File: src/rtl/pc_sequencer_pkg.sv
// Shared constants and the next-PC select encoding for the program-counter sequencer.
package pc_sequencer_pkg;

    localparam int          PC_W_DEFAULT     = 32;
    localparam logic [31:0] RESET_PC_DEFAULT = 32'h0000_0000;

    typedef enum logic [1:0] {
        SEL_SEQ = 2'd0,
        SEL_BR  = 2'd1,
        SEL_J   = 2'd2,
        SEL_JR  = 2'd3
    } pc_sel_e;

endpackage

File: src/rtl/pc_target_mux.sv
// Forms jump/branch/JR targets from pc+4 and picks the winner: JR > J > branch > sequential.
module pc_target_mux
    import pc_sequencer_pkg::*;
#(
    parameter int PC_W = PC_W_DEFAULT
) (
    input  logic [PC_W-1:0] pc_plus4,
    input  logic            jump,
    input  logic [PC_W-5:0] jtarget,
    input  logic            branch,
    input  logic [PC_W-1:0] boffset,
    input  logic            jr,
    input  logic [PC_W-1:0] jr_addr,
    output logic [PC_W-1:0] tgt,
    output logic            req,
    output pc_sel_e         sel,
    output logic            jr_misalign
);

    logic [PC_W-1:0] jt;
    logic [PC_W-1:0] bt;
    logic [PC_W-1:0] rt;

    assign jt = {pc_plus4[PC_W-1:PC_W-4], jtarget};
    assign bt = pc_plus4 + boffset;
    assign rt = {jr_addr[PC_W-1:2], 2'b00};

    // Raw alignment flag; the top qualifies it with the winning select.
    assign jr_misalign = jr && (jr_addr[1:0] != 2'b00);

    always_comb begin
        sel = SEL_SEQ;
        tgt = pc_plus4;
        if (jr) begin
            sel = SEL_JR;
            tgt = rt;
        end else if (jump) begin
            sel = SEL_J;
            tgt = jt;
        end else if (branch) begin
            sel = SEL_BR;
            tgt = bt;
        end
    end

    assign req = jr || jump || branch;

endmodule

File: src/rtl/pc_sequencer.sv
// Program counter with a single-entry redirect buffer that holds a redirect across a stall.
module pc_sequencer
    import pc_sequencer_pkg::*;
#(
    parameter int              PC_W     = PC_W_DEFAULT,
    parameter logic [PC_W-1:0] RESET_PC = RESET_PC_DEFAULT
) (
    input  logic            clk_i,
    input  logic            rst_i,
    input  logic            stall_i,
    input  logic            jump_i,
    input  logic [PC_W-5:0] jtarget_i,
    input  logic            branch_i,
    input  logic [PC_W-1:0] boffset_i,
    input  logic            jr_i,
    input  logic [PC_W-1:0] jr_addr_i,
    output logic [PC_W-1:0] pc_o,
    output logic [PC_W-1:0] pc_plus4_o,
    output logic            redirect_o,
    output logic            pending_o,
    output logic            misalign_o
);

    logic [PC_W-1:0] pc_reg, pc_next;
    logic [PC_W-1:0] pend_tgt_reg, pend_tgt_next;
    logic            pending_reg, pending_next;
    logic            redirect_reg, redirect_next;
    logic            misalign_reg, misalign_next;

    logic [PC_W-1:0] tgt;
    logic            req;
    pc_sel_e         sel;
    logic            jr_misalign;

    assign pc_plus4_o = pc_reg + PC_W'(4);

    pc_target_mux #(
        .PC_W (PC_W)
    ) u_target_mux (
        .pc_plus4    (pc_plus4_o),
        .jump        (jump_i),
        .jtarget     (jtarget_i),
        .branch      (branch_i),
        .boffset     (boffset_i),
        .jr          (jr_i),
        .jr_addr     (jr_addr_i),
        .tgt         (tgt),
        .req         (req),
        .sel         (sel),
        .jr_misalign (jr_misalign)
    );

    always_ff @(posedge clk_i or negedge rst_i) begin
        if (!rst_i) begin
            pc_reg       <= RESET_PC;
            pend_tgt_reg <= '0;
            pending_reg  <= 1'b0;
            redirect_reg <= 1'b0;
            misalign_reg <= 1'b0;
        end else begin
            pc_reg       <= pc_next;
            pend_tgt_reg <= pend_tgt_next;
            pending_reg  <= pending_next;
            redirect_reg <= redirect_next;
            misalign_reg <= misalign_next;
        end
    end

    always_comb begin
        pc_next       = pc_reg;
        pend_tgt_next = pend_tgt_reg;
        pending_next  = pending_reg;
        redirect_next = 1'b0;
        // Sticky: flagged even when the JR is buffered or later dropped.
        misalign_next = misalign_reg || ((sel == SEL_JR) && jr_misalign);

        if (stall_i) begin
            // Only the first redirect seen during a stall is kept.
            if (!pending_reg && req) begin
                pend_tgt_next = tgt;
                pending_next  = 1'b1;
            end
        end else if (pending_reg) begin
            pc_next       = pend_tgt_reg;
            pending_next  = 1'b0;
            redirect_next = 1'b1;
        end else if (req) begin
            pc_next       = tgt;
            redirect_next = 1'b1;
        end else begin
            pc_next = pc_plus4_o;
        end
    end

    assign pc_o       = pc_reg;
    assign pending_o  = pending_reg;
    assign redirect_o = redirect_reg;
    assign misalign_o = misalign_reg;

endmodule

File: config.mk
export PLATFORM = sky130hd
export DESIGN_NAME = pc_sequencer
export DESIGN_NICKNAME = d
export VERILOG_FILES = /design/src/rtl/pc_sequencer_pkg.sv /design/src/rtl/pc_target_mux.sv /design/src/rtl/pc_sequencer.sv
export SDC_FILE = /design/constraint.sdc
export NUM_CORES = 1
export LEC_CHECK = 0
export CAP_MARGIN = 20
export CORE_UTILIZATION = 52
export CTS_BUF_LIST = sky130_fd_sc_hd__clkbuf_16
export DETAILED_ROUTE_END_ITERATION = 7
export PLACE_DENSITY = 0.87
export SLEW_MARGIN = 30
export SYNTH_ARGS = -nofsm -noshare
export SYNTH_HDL_FRONTEND = slang
export SYNTH_HIERARCHICAL = 1
export SYNTH_SLANG_ARGS = --single-unit
File: constraint.sdc
create_clock -name clk_i -period 6.3 [get_ports clk_i]
set_input_delay 1.26 -clock clk_i [delete_from_list [all_inputs] [get_ports clk_i]]
set_output_delay 1.26 -clock clk_i [all_outputs]
set_load 0.005 [all_outputs]
==> flow_metrics.env <==
export IMPL_result_of_the_run="complete, no violations"
export IMPL_unrepaired_setup_endpoints_after_global_routing="false"
export IMPL_insertion_delay_ns=0.34
export IMPL_holdCritPathClass="reg -> reg"
export IMPL_yosysTopAreaCell="sky130_fd_sc_hd__dfrtp_1"
export IMPL_wl_per_cell_um=19.9
export IMPL_groute_usage_overall=0.338
export IMPL_tritoncts_num_buffers=9
export IMPL_synth_async_sr_flop_share=1.00
export IMPL_cts_clk_slew_worst_paths_ns=0.05
export IMPL_cp_data_arrival_time_ns=5.13
export IMPL_place_congestion=0.915
export IMPL_initial_antenna_violation_count=0
export IMPL_netlist_area_leader_share=0.255
export IMPL_worst_slack_ns=1.39
export IMPL_fp_coreArea_um2=12200
export IMPL_setup_worst_path_start_class="flip-flop"
export IMPL_vdd_ir_drop_max_uv=247
export IMPL_hold_viol=0
export IMPL_num_nets_final=1061
export IMPL_placement_setup_worst_slack_ns=1.40
export IMPL_post_cts_resized_instances=0
export IMPL_ys_warn_count=6
export IMPL_port_buffers=164
export IMPL_cts_post_setup_buffers_inserted=0
export IMPL_cp_end_kind="flip-flop"
export IMPL_cp_cell_sequence="nand3_2 -> or4_4 -> nor3_1 -> xor2_1 -> ha_1 -> a21o_1 -> a21o_1 -> a21oi_1 -> o21ai_0 -> a21oi_1 -> o21ai_0 -> a31oi_1 -> xnor2_1 -> a221oi_1 -> and3b_1 -> a21oi_1 -> o21ai_0 -> a311o_1"
export IMPL_grt_overflow_total=0
export IMPL_die_w_um=115
export IMPL_p_int_mw=1.41
export IMPL_yosysSeqAreaShare=0.255
export IMPL_pin_count_of_the_biggest_net_entering_global_routing=68
export IMPL_synth_enable_flop_cells=0
export IMPL_root_buffer_master="sky130_fd_sc_hd__clkbuf_16"
export IMPL_critPathSlowestCell="sky130_fd_sc_hd__or4_4"
export IMPL_drt_antenna_violating_nets=0
export IMPL_maxCapViolCount=0
export IMPL_skew_ns=0.00757
export IMPL_multi_input_area_um2=4560
export IMPL_h_tree_depth=3
export IMPL_final_setup_tns_ns=0
export IMPL_vias_in_the_first_global_route=6412
export IMPL_top_area_cells_in_the_synthesized_netlist="sky130_fd_sc_hd__dfrtp_1, sky130_fd_sc_hd__mux2_2, sky130_fd_sc_hd__ha_1, sky130_fd_sc_hd__a21oi_1, sky130_fd_sc_hd__o21ai_0"
export IMPL_syn_nets=937
export IMPL_clock_tree_buffer_depth=2
export IMPL_power_share_clock=0.205
export IMPL_floorplan_io_pins=165
export IMPL_fp_dieArea_um2=13100
export IMPL_cts_hold_buf=0
export IMPL_antennaDiodeCount=0
export IMPL_fmax_mhz=204
export IMPL_floorplan_initialDensity=0.542
export IMPL_power_net_switching_uw=904
export IMPL_num_rows=40
export IMPL_slew_headroom=0.436
export IMPL_worst_slew_pin_slew_ns=0.839
export IMPL_post_synth_num_cell_types=70
export IMPL_die_height_um=115
export IMPL_setup_viol=0
export IMPL_drive_above_1_share=0.0814
export IMPL_fillerInstances=938
export IMPL_cp_slowest_stage_delay_ns=0.70
export IMPL_layout_min_cycle_time_ns=4.91
export IMPL_powerDensity_nw_per_um2=272
export IMPL_power_frac_seq=0.282
export IMPL_required_ns=6.52
export IMPL_ys_ff_latch=67
export IMPL_swShare=0.390
export IMPL_cts_tree="yes"
export IMPL_viasPerCell=6.39
export IMPL_yosys_most_used_dff="sky130_fd_sc_hd__dfrtp_1"
export IMPL_drt_pre_antenna_iters=5
export IMPL_clock_sinks=67
export IMPL_final_max_slew_viol_count=0
export IMPL_route_final_wire_length_mm=21.9
export IMPL_first_pass_grt_wire_length_mm=34.1
export IMPL_netlist_area_um2=6590
export IMPL_critPathKind="reg -> reg"
export IMPL_comb_power_share=0.513
export IMPL_area_delta_synth_final_pct=29.3
export IMPL_synth_cells=806
export IMPL_crit_fanout=17
export IMPL_postSynthAreaPerCell_um2=8.17
export IMPL_power_leakage_nw=3.63
export IMPL_routed_via_count=7043
export IMPL_dp_hpwl_mm=16.3
export IMPL_detail_route_drc_violations=0
export IMPL_timing_final_crit_share=0.779
export IMPL_sequential_cell_area_um2=1680
export IMPL_drt_iter0_drc=909
==> final cells by class <==
class | instances | share of cell area
sequential | 67 | 0.197
inverter | 22 | 0.00969
clock buffer | 9 | 0.0264
timing repair buffer | 175 | 0.201
clock inverter | 6 | 0.00588
multi-input combinational | 655 | 0.536
tap | 168 | 0.0247
==> critical path, delay by kind of cell, from the launching register on <==
kind / cells / cell delay, ns
AO/OA/AOI/OAI: 11 / 1.79
AND/OR/NAND/NOR: 4 / 1.51
XOR/XNOR: 2 / 0.62
flip-flops: 1 / 0.47
adder cells (fa/ha/maj): 1 / 0.40
==> power groups by stage <==
stage	Combinational, mW	Sequential, mW	Clock [mW]
floorplan	0.740	0.610	0
CTS	1.17	0.647	0.474
finish	1.19	0.653	0.474
detailed placement	1.16	0.652	0
global placement	1.14	0.648	0
global route	1.29	0.666	0.500
==> cells by family (layout without fill, tap and decap cells) <==
group / Yosys count / count (layout) / synth area share
buf+inv: 84 / 212 / 0.0526
xor+xnor: 55 / 55 / 0.0731
compound gates: 266 / 266 / 0.274
flops: 67 / 67 / 0.255
simple gates: 239 / 239 / 0.181
fa+ha+maj: 33 / 33 / 0.0638
mux: 62 / 62 / 0.101
==> through the flow <==
| step | std cells | total power, mW | area [um2] | util | hold slack (ns) |
|---|---|---|---|---|---|
| 6_report | 1102 | 2.31 | 8520 | 0.700 | 0.477 |
| 5_1_grt | 1102 | 2.45 | 8520 | 0.700 | 0.493 |
| 4_1_cts | 1102 | 2.29 | 8520 | 0.700 | 0.481 |
| 3_5_place_dp | 1087 | 1.81 | 8240 | 0.678 | 0.470 |
| 3_3_place_gp | 1087 | 1.79 | 8240 | 0.678 | 0.449 |
| 2_1_floorplan | 806 | 1.35 | 6590 | - | 0.450 |
==> synthesized netlist by cell type (3+ instances only) <==
cell	number
sky130_fd_sc_hd__nand2_1	69
sky130_fd_sc_hd__dfrtp_1	67
sky130_fd_sc_hd__a21oi_1	61
sky130_fd_sc_hd__o21ai_0	57
sky130_fd_sc_hd__clkbuf_1	49
sky130_fd_sc_hd__nor2_1	49
sky130_fd_sc_hd__mux2_2	38
sky130_fd_sc_hd__ha_1	32
sky130_fd_sc_hd__xor2_1	29
sky130_fd_sc_hd__xnor2_1	26
sky130_fd_sc_hd__mux2i_1	24
sky130_fd_sc_hd__nor3_1	23
sky130_fd_sc_hd__inv_1	22
sky130_fd_sc_hd__nand3_1	22
sky130_fd_sc_hd__a22oi_1	18
sky130_fd_sc_hd__and3_1	18
sky130_fd_sc_hd__a21o_1	17
sky130_fd_sc_hd__a31oi_1	13
sky130_fd_sc_hd__o22ai_1	13
sky130_fd_sc_hd__a311o_1	10
sky130_fd_sc_hd__nor4_1	10
sky130_fd_sc_hd__a211oi_1	9
sky130_fd_sc_hd__nand4_1	9
sky130_fd_sc_hd__o21a_1	9
sky130_fd_sc_hd__nor2b_1	8
sky130_fd_sc_hd__buf_1	7
sky130_fd_sc_hd__o311a_1	7
sky130_fd_sc_hd__a211o_1	6
sky130_fd_sc_hd__nand2b_1	6
sky130_fd_sc_hd__a221o_1	5
sky130_fd_sc_hd__o21bai_1	5
sky130_fd_sc_hd__or3_1	5
sky130_fd_sc_hd__a222oi_1	4
sky130_fd_sc_hd__a2bb2oi_1	4
sky130_fd_sc_hd__and2_1	4
sky130_fd_sc_hd__o21ai_1	4
sky130_fd_sc_hd__and4_1	3
sky130_fd_sc_hd__buf_6	3
sky130_fd_sc_hd__or2_2	3
==> final timing paths <==
| path | slack (ns) | start | to | depth (start not counted) |
|---|---|---|---|---|
| worst max-delay path | 1.39 | pc_o[5] | pc_o[30] | 18 |
| worst min-delay path | 0.48 | misalign_o | misalign_o | 1 |
| worst max register to register | 1.39 | pc_o[5] | pc_o[30] | 18 |
| worst min register to register | 0.48 | misalign_o | misalign_o | 1 |
| max in group asynchronous | 4.64 | rst_i | pc_o[21] | 2 |
| min in group asynchronous | 1.11 | rst_i | pc_o[6] | 2 |
==> per-layer routing <==
layer | share of wire | track usage
met5 | 0 | 0
met4 | 0.025 | 0.115
met3 | 0.10 | 0.0667
met2 | 0.43 | 0.498
met1 | 0.44 | 0.491
==> cells in the final DEF (no fill, tap or decap), types with 24 or more instances in the layout <==
| cell type | n |
|---|---|
| sky130_fd_sc_hd__inv_1 | 24 |
| sky130_fd_sc_hd__clkdlybuf4s50_1 | 161 |
| sky130_fd_sc_hd__nor2_1 | 49 |
| sky130_fd_sc_hd__a21oi_1 | 61 |
| sky130_fd_sc_hd__o21ai_0 | 57 |
| sky130_fd_sc_hd__ha_1 | 32 |
| sky130_fd_sc_hd__xor2_1 | 29 |
| sky130_fd_sc_hd__xnor2_1 | 26 |
| sky130_fd_sc_hd__mux2_2 | 38 |
| sky130_fd_sc_hd__mux2i_1 | 24 |
| sky130_fd_sc_hd__dfrtp_1 | 67 |
| sky130_fd_sc_hd__nand2_1 | 69 |
No activity file was read; power rests on OpenSTA's default activity.
